### config.mk
export PLATFORM = sky130hd
export DESIGN_NAME = serial_subtractor_flat
export DESIGN_NICKNAME = d
export VERILOG_FILES = /design/src/rtl/serial_subtractor_pkg.sv /design/src/rtl/serial_subtractor_if.sv /design/src/rtl/serial_subtractor_full_subtractor.sv /design/src/rtl/serial_subtractor.sv /design/src/flat_wrapper.sv
export SDC_FILE = /design/constraint.sdc
export NUM_CORES = 1
export LEC_CHECK = 0
export CORE_AREA = 8 8 68 70
export CTS_BUF_LIST = sky130_fd_sc_hd__clkbuf_16
export CTS_CLUSTER_DIAMETER = 80
export DETAILED_ROUTE_END_ITERATION = 6
export DIE_AREA = 0 0 76 78
export GPL_TIMING_DRIVEN = 0
export PLACE_DENSITY = 0.77
export SYNTH_ARGS = -nofsm -noshare
export SYNTH_HDL_FRONTEND = slang
export SYNTH_SLANG_ARGS = --single-unit
### constraint.sdc
create_clock -name clk -period 2.1 [get_ports clk]
set_input_delay 0.315 -clock clk [delete_from_list [all_inputs] [get_ports clk]]
set_output_delay 0.315 -clock clk [all_outputs]
set_load 0.02 [all_outputs]
### src/rtl/serial_subtractor_pkg.sv
// Shared arithmetic definitions for the bit-serial subtractor.
package serial_subtractor_pkg;

    localparam int DEFAULT_WIDTH = 8;

    typedef enum logic [1:0] {
        IDLE = 2'd0,
        RUN  = 2'd1,
        DONE = 2'd2
    } sub_state_e;

endpackage

### src/rtl/serial_subtractor_if.sv
// Operation handshake and operand/result bus of the serial subtractor.
interface serial_subtractor_if
    import serial_subtractor_pkg::*;
#(
    parameter int WIDTH = DEFAULT_WIDTH
);
    logic             start;
    logic [WIDTH-1:0] a;
    logic [WIDTH-1:0] b;
    logic             bin;
    logic             busy;
    logic             done;
    logic [WIDTH-1:0] d;
    logic             bout;
    logic             ov;

    // Controller side: issues operations, observes status and result.
    modport master (
        output start, a, b, bin,
        input  busy, done, d, bout, ov
    );

    // Subtractor side.
    modport slave (
        input  start, a, b, bin,
        output busy, done, d, bout, ov
    );
endinterface

### src/rtl/serial_subtractor_full_subtractor.sv
// Single-bit full subtractor: diff = x - y - bi, borrow out bo.
module full_subtractor (
    input  logic x,
    input  logic y,
    input  logic bi,
    output logic diff,
    output logic bo
);
    assign diff = x ^ y ^ bi;
    assign bo   = (~x & y) | (~(x ^ y) & bi);
endmodule

### src/rtl/serial_subtractor.sv
// Bit-serial a - b - bin, LSB first, one bit per clock through one
// full-subtractor cell with a registered borrow.
module serial_subtractor
    import serial_subtractor_pkg::*;
#(
    parameter int WIDTH = DEFAULT_WIDTH
) (
    input  logic                 clk,
    input  logic                 rst_n,
    serial_subtractor_if.slave   bus
);
    localparam int CW = (WIDTH > 1) ? $clog2(WIDTH) : 1;
    localparam logic [CW-1:0] LAST = CW'(WIDTH - 1);

    sub_state_e       state, state_nxt;
    logic [WIDTH-1:0] a_sr, b_sr, diff_sr;
    logic [WIDTH-1:0] diff_nxt;
    logic [CW-1:0]    cnt;
    logic             brw;
    logic             a_msb, b_msb;
    logic [WIDTH-1:0] d_q;
    logic             bout_q, ov_q;
    logic             cell_diff, cell_bo;
    logic             last_bit;

    full_subtractor u_cell (
        .x    (a_sr[0]),
        .y    (b_sr[0]),
        .bi   (brw),
        .diff (cell_diff),
        .bo   (cell_bo)
    );

    // Difference register after this bit is shifted in at the MSB end.
    assign diff_nxt = {cell_diff, diff_sr[WIDTH-1:1]};
    assign last_bit = (cnt == LAST);

    // State register.
    always_ff @(posedge clk or negedge rst_n) begin
        if (!rst_n) state <= IDLE;
        else        state <= state_nxt;
    end

    // Next-state logic; start is only looked at in IDLE and DONE.
    always_comb begin
        state_nxt = state;
        case (state)
            IDLE:    if (bus.start) state_nxt = RUN;
            RUN:     if (last_bit)  state_nxt = DONE;
            DONE:    state_nxt = bus.start ? RUN : IDLE;
            default: state_nxt = IDLE;
        endcase
    end

    // Operand shift, borrow chain, bit count and result capture.
    always_ff @(posedge clk or negedge rst_n) begin
        if (!rst_n) begin
            a_sr    <= '0;
            b_sr    <= '0;
            diff_sr <= '0;
            brw     <= 1'b0;
            cnt     <= '0;
            a_msb   <= 1'b0;
            b_msb   <= 1'b0;
            d_q     <= '0;
            bout_q  <= 1'b0;
            ov_q    <= 1'b0;
        end else begin
            case (state)
                IDLE, DONE: begin
                    if (bus.start) begin
                        a_sr  <= bus.a;
                        b_sr  <= bus.b;
                        brw   <= bus.bin;
                        cnt   <= '0;
                        a_msb <= bus.a[WIDTH-1];
                        b_msb <= bus.b[WIDTH-1];
                    end
                end
                RUN: begin
                    a_sr    <= a_sr >> 1;
                    b_sr    <= b_sr >> 1;
                    diff_sr <= diff_nxt;
                    brw     <= cell_bo;
                    cnt     <= cnt + CW'(1);
                    if (last_bit) begin
                        // The bit just computed is the difference MSB.
                        d_q    <= diff_nxt;
                        bout_q <= cell_bo;
                        ov_q   <= (a_msb ^ b_msb) & (a_msb ^ cell_diff);
                    end
                end
                default: ;
            endcase
        end
    end

    assign bus.busy = (state == RUN);
    assign bus.done = (state == DONE);
    assign bus.d    = d_q;
    assign bus.bout = bout_q;
    assign bus.ov   = ov_q;
endmodule

### src/flat_wrapper.sv
// flat-port wrapper written by rule: the top's interface ports become plain ports
module serial_subtractor_flat import serial_subtractor_pkg::*;
#(
    parameter int WIDTH = DEFAULT_WIDTH
)
  (clk, rst_n, bus_start, bus_a, bus_b, bus_bin, bus_busy, bus_done, bus_d, bus_bout, bus_ov);
  serial_subtractor_if #(.WIDTH(WIDTH)) bus_i ();
  input  logic clk;
  input  logic rst_n;
  input wire logic [$bits(bus_i.start)-1:0] bus_start;
  input wire logic [$bits(bus_i.a)-1:0] bus_a;
  input wire logic [$bits(bus_i.b)-1:0] bus_b;
  input wire logic [$bits(bus_i.bin)-1:0] bus_bin;
  output wire logic [$bits(bus_i.busy)-1:0] bus_busy;
  output wire logic [$bits(bus_i.done)-1:0] bus_done;
  output wire logic [$bits(bus_i.d)-1:0] bus_d;
  output wire logic [$bits(bus_i.bout)-1:0] bus_bout;
  output wire logic [$bits(bus_i.ov)-1:0] bus_ov;
  assign bus_i.start = bus_start;
  assign bus_i.a = bus_a;
  assign bus_i.b = bus_b;
  assign bus_i.bin = bus_bin;
  assign bus_busy = bus_i.busy;
  assign bus_done = bus_i.done;
  assign bus_d = bus_i.d;
  assign bus_bout = bus_i.bout;
  assign bus_ov = bus_i.ov;
  serial_subtractor #(.WIDTH(WIDTH)) u_core (.clk(clk), .rst_n(rst_n), .bus(bus_i));
endmodule
==> impl_results.md <==
* Critical Path Source Type: flop
* Core Rows at 22
* CTS buffer count at 5
* Sequential share of the synthesized area at 59.6%
* Max-capacitance violation count at 0
* DRT Pass-1 Iters at 4
* Hold buffer count at CTS at 0
* Worst Path Max Fanout at 10
* DRT Wirelength at 3.47 mm
* YS warnings at 0
* Clock Tree Root: clkbuf_16
* Initial antenna violation count at 0
* Effective utilization at floorplan at 48.4%
* Synth top area cells: dfrtp_1 60%, nand2_1 12%, mux2_2 5.2%, a31oi_1 5.1%, nor2_1 3.5%
* # setup viols final at 0
* Post-synthesis register bit count at 41
* Die area at 5930 um2
* Most used flip-flop cell after synthesis: dfrtp_1
* DP HPWL at 2.42 mm
* Mapped Area at 1720 um2
* Gr ovfl total at 0
* Leak at 1.05 nW
* Share of layout cells above drive strength 1 at 11.1%
* Max Root-Sink Buffers at 2
* Synth Instances at 171
* Core area at 3550 um2
* Crit path kind: flop to primary output
* Gr usage total at 12.6%
* Most frequent cell after synthesis: nand2_1
* Number of fill cells at 292
* DRC at 0
* Worst Slack Setup Final at 0.269 ns
* Final period util at 87.2%
* Worst slew pin tran at 0.880 ns
* DR WL/cell at 13.6 um
* Syn Nets at 194
* P per Cell Area at 1560 nW/um2
* Area fraction of the dominant cell type after synthesis at 59.6%
* Clock edge transition at the registers on the reported setup and hold paths at 0.05 ns
* Worst Hold Class: primary input to async pin
* CP Capture Type: primary output
* Chip width at 76 um
* Syn_area_per_cell at 10.1 um2
* First-pass GRT wire length at 6.18 mm
* Vias in the first global route at 1417
* Final hold vios at 0
* # IOs at 32
* Die Y at 78 um
* IO buf count at 31
* Sequential cell area at 1030 um2
* Fin crit period at 1.83 ns
* Peak supply drop at 0.000650 V
* Ys async rst share at 100%
* Worst path required time at 1.78 ns
* # nets final at 232
* Sum Neg Setup Slack at 0 ns
* Setup Skew at 0.00313 ns
* Antenna cells at 0
* Post-placement cell area at 2090 um2
* CP arrival at 1.52 ns
* Fin Hold WS at 0.157 ns
* CTS tree: done
* Post-synth EDFFs at 0
* Area delta synth->final at 28.7%
* Area of the multi-input gates at 619 um2
* Relative slew slack at 41.3%
* Finished Cell Area at 2210 um2
* Unique cell type count in the Yosys netlist at 21
* Top post-synthesis cells by count: 57 x nand2_1, 41 x dfrtp_1, 16 x nor2_1
* Fin. max-slew vios at 0
* Fmax achieved at 0.546 GHz
* Vias at 1295
* Via density per instance at 5.06
* Largest net degree at the start of global routing at 42
* Final Wtd Congestion at 0.751
* Starting DRT DRC Count at 64
* RSZ-0062 raised after global routing: no
* Pre-CTS setup slack at 0.307 ns
* Outcome: finished clean
* Num Clock Sinks at 41
* Synth area leader: dfrtp_1
* Clk_lat worst skew at 0.28 ns
* ANT nets after route at 0
* Max H-tree Level at 2
-- report_power, final --
part / leakage, nW / switching (mW) / total, mW / internal (mW)
registers: 0.501 / 0.209 / 1.37 / 1.16
logic: 0.482 / 0.764 / 1.40 / 0.636
clock network: 0.0655 / 0.270 / 0.694 / 0.424
total: 1.05 / 1.24 / 3.46 / 2.22
-- placed cells by master (no fill, tap or decap), drive strengths merged --
master / count
clkinv: 1
and2b: 1
fa: 1
a221o: 1
nand2b: 2
ha: 2
dfrtp: 41
buf: 9
a31oi: 14
nor2b: 2
a21oi: 1
clkbuf: 7
nor2: 16
inv: 4
clkdlybuf4s50: 29
nand3: 1
dlygate4sd2: 1
nand2: 57
nand3b: 1
o21ai: 4
nor3b: 1
mux2: 8
a22o: 4
-- layer usage --
layer	share of wire, %	global-route usage, %	vias to the layer above	wire [um]
met3	4.8	3.69	9	168
li1	-	-	634	-
met2	47	20.7	39	1620
met1	46	14.6	613	1610
met4	2.0	6.86	0	71
met5	0	0	-	0
-- final cells by class --
type,count,area share [%]
plain buffers,10,2.71
repair buffers,31,13.7
inverters,4,0.678
clock buffers,5,5.65
multi-input cells,116,28.0
well taps,48,2.71
flip-flops and latches,41,46.3
clock inverters,1,0.226
-- per-stage QoR --
| step | util, % | total power, mW | std cells |
|---|---|---|---|
| detailed placement | 58.7 | 2.80 | 250 |
| floorplan | - | 2.30 | 171 |
| CTS | 62.4 | 3.50 | 256 |
| global placement | 58.9 | 2.73 | 250 |
| global route | 62.4 | 3.74 | 256 |
| finish | 62.4 | 3.46 | 256 |
-- repair_timing --
| action | 4_1_cts | 5_1_grt |
|---|---|---|
| resized for setup | 1 | 0 |
| buffers inserted | 0 | 0 |
| hold endpoints to repair | 0 | 0 |
| setup endpoints to repair | 1 | 0 |
-- registers in the layout, summed over array words and instances, names as in the netlist --
register	flops
u_core.a_sr	8
u_core.b_sr	8
u_core.bus.d	8
u_core.diff_sr	7
u_core.cnt	3
u_core.state	2
u_core.a_msb	1
u_core.b_msb	1
u_core.brw	1
u_core.bus.bout	1
u_core.bus.ov	1
-- cell families after synthesis --
| family | after synthesis | synth area share [%] |
|---|---|---|
| fa+ha+maj | 3 | 2.62 |
| flops | 41 | 59.6 |
| mux | 8 | 5.24 |
| compound gates | 24 | 9.16 |
| buf+inv | 14 | 4.36 |
| simple gates | 81 | 19.0 |
-- critical path, stage by stage, from the launching register on --
cell           delay [ns]
dfrtp_1              0.39
nand2b_1             0.19
inv_1                0.08
buf_2                0.22
dlygate4sd2_1        0.36
-- worst paths after layout --
path | slack, ns | end | cells past startpoint | startpoint
setup reg to reg | 0.43 | u_core.bus.d[3]$_DFFE_PN0P_ | 5 | u_core.cnt[0]$_DFFE_PN0P_
max in group asynchronous | 1.38 | u_core.bus.d[0]$_DFFE_PN0P_ | 1 | rst_n
min in group clk | 0.48 | u_core.bus.bout$_DFFE_PN0P_ | 2 | u_core.bus.bout$_DFFE_PN0P_
hold reg to reg | 0.48 | u_core.bus.bout$_DFFE_PN0P_ | 2 | u_core.bus.bout$_DFFE_PN0P_
hold / removal | 0.16 | u_core.diff_sr[3]$_DFFE_PN0N_ | 1 | rst_n
setup / recovery | 0.27 | bus_busy | 4 | u_core.state[1]$_DFFE_PN0P_
Power figures use the tool's default switching activity.
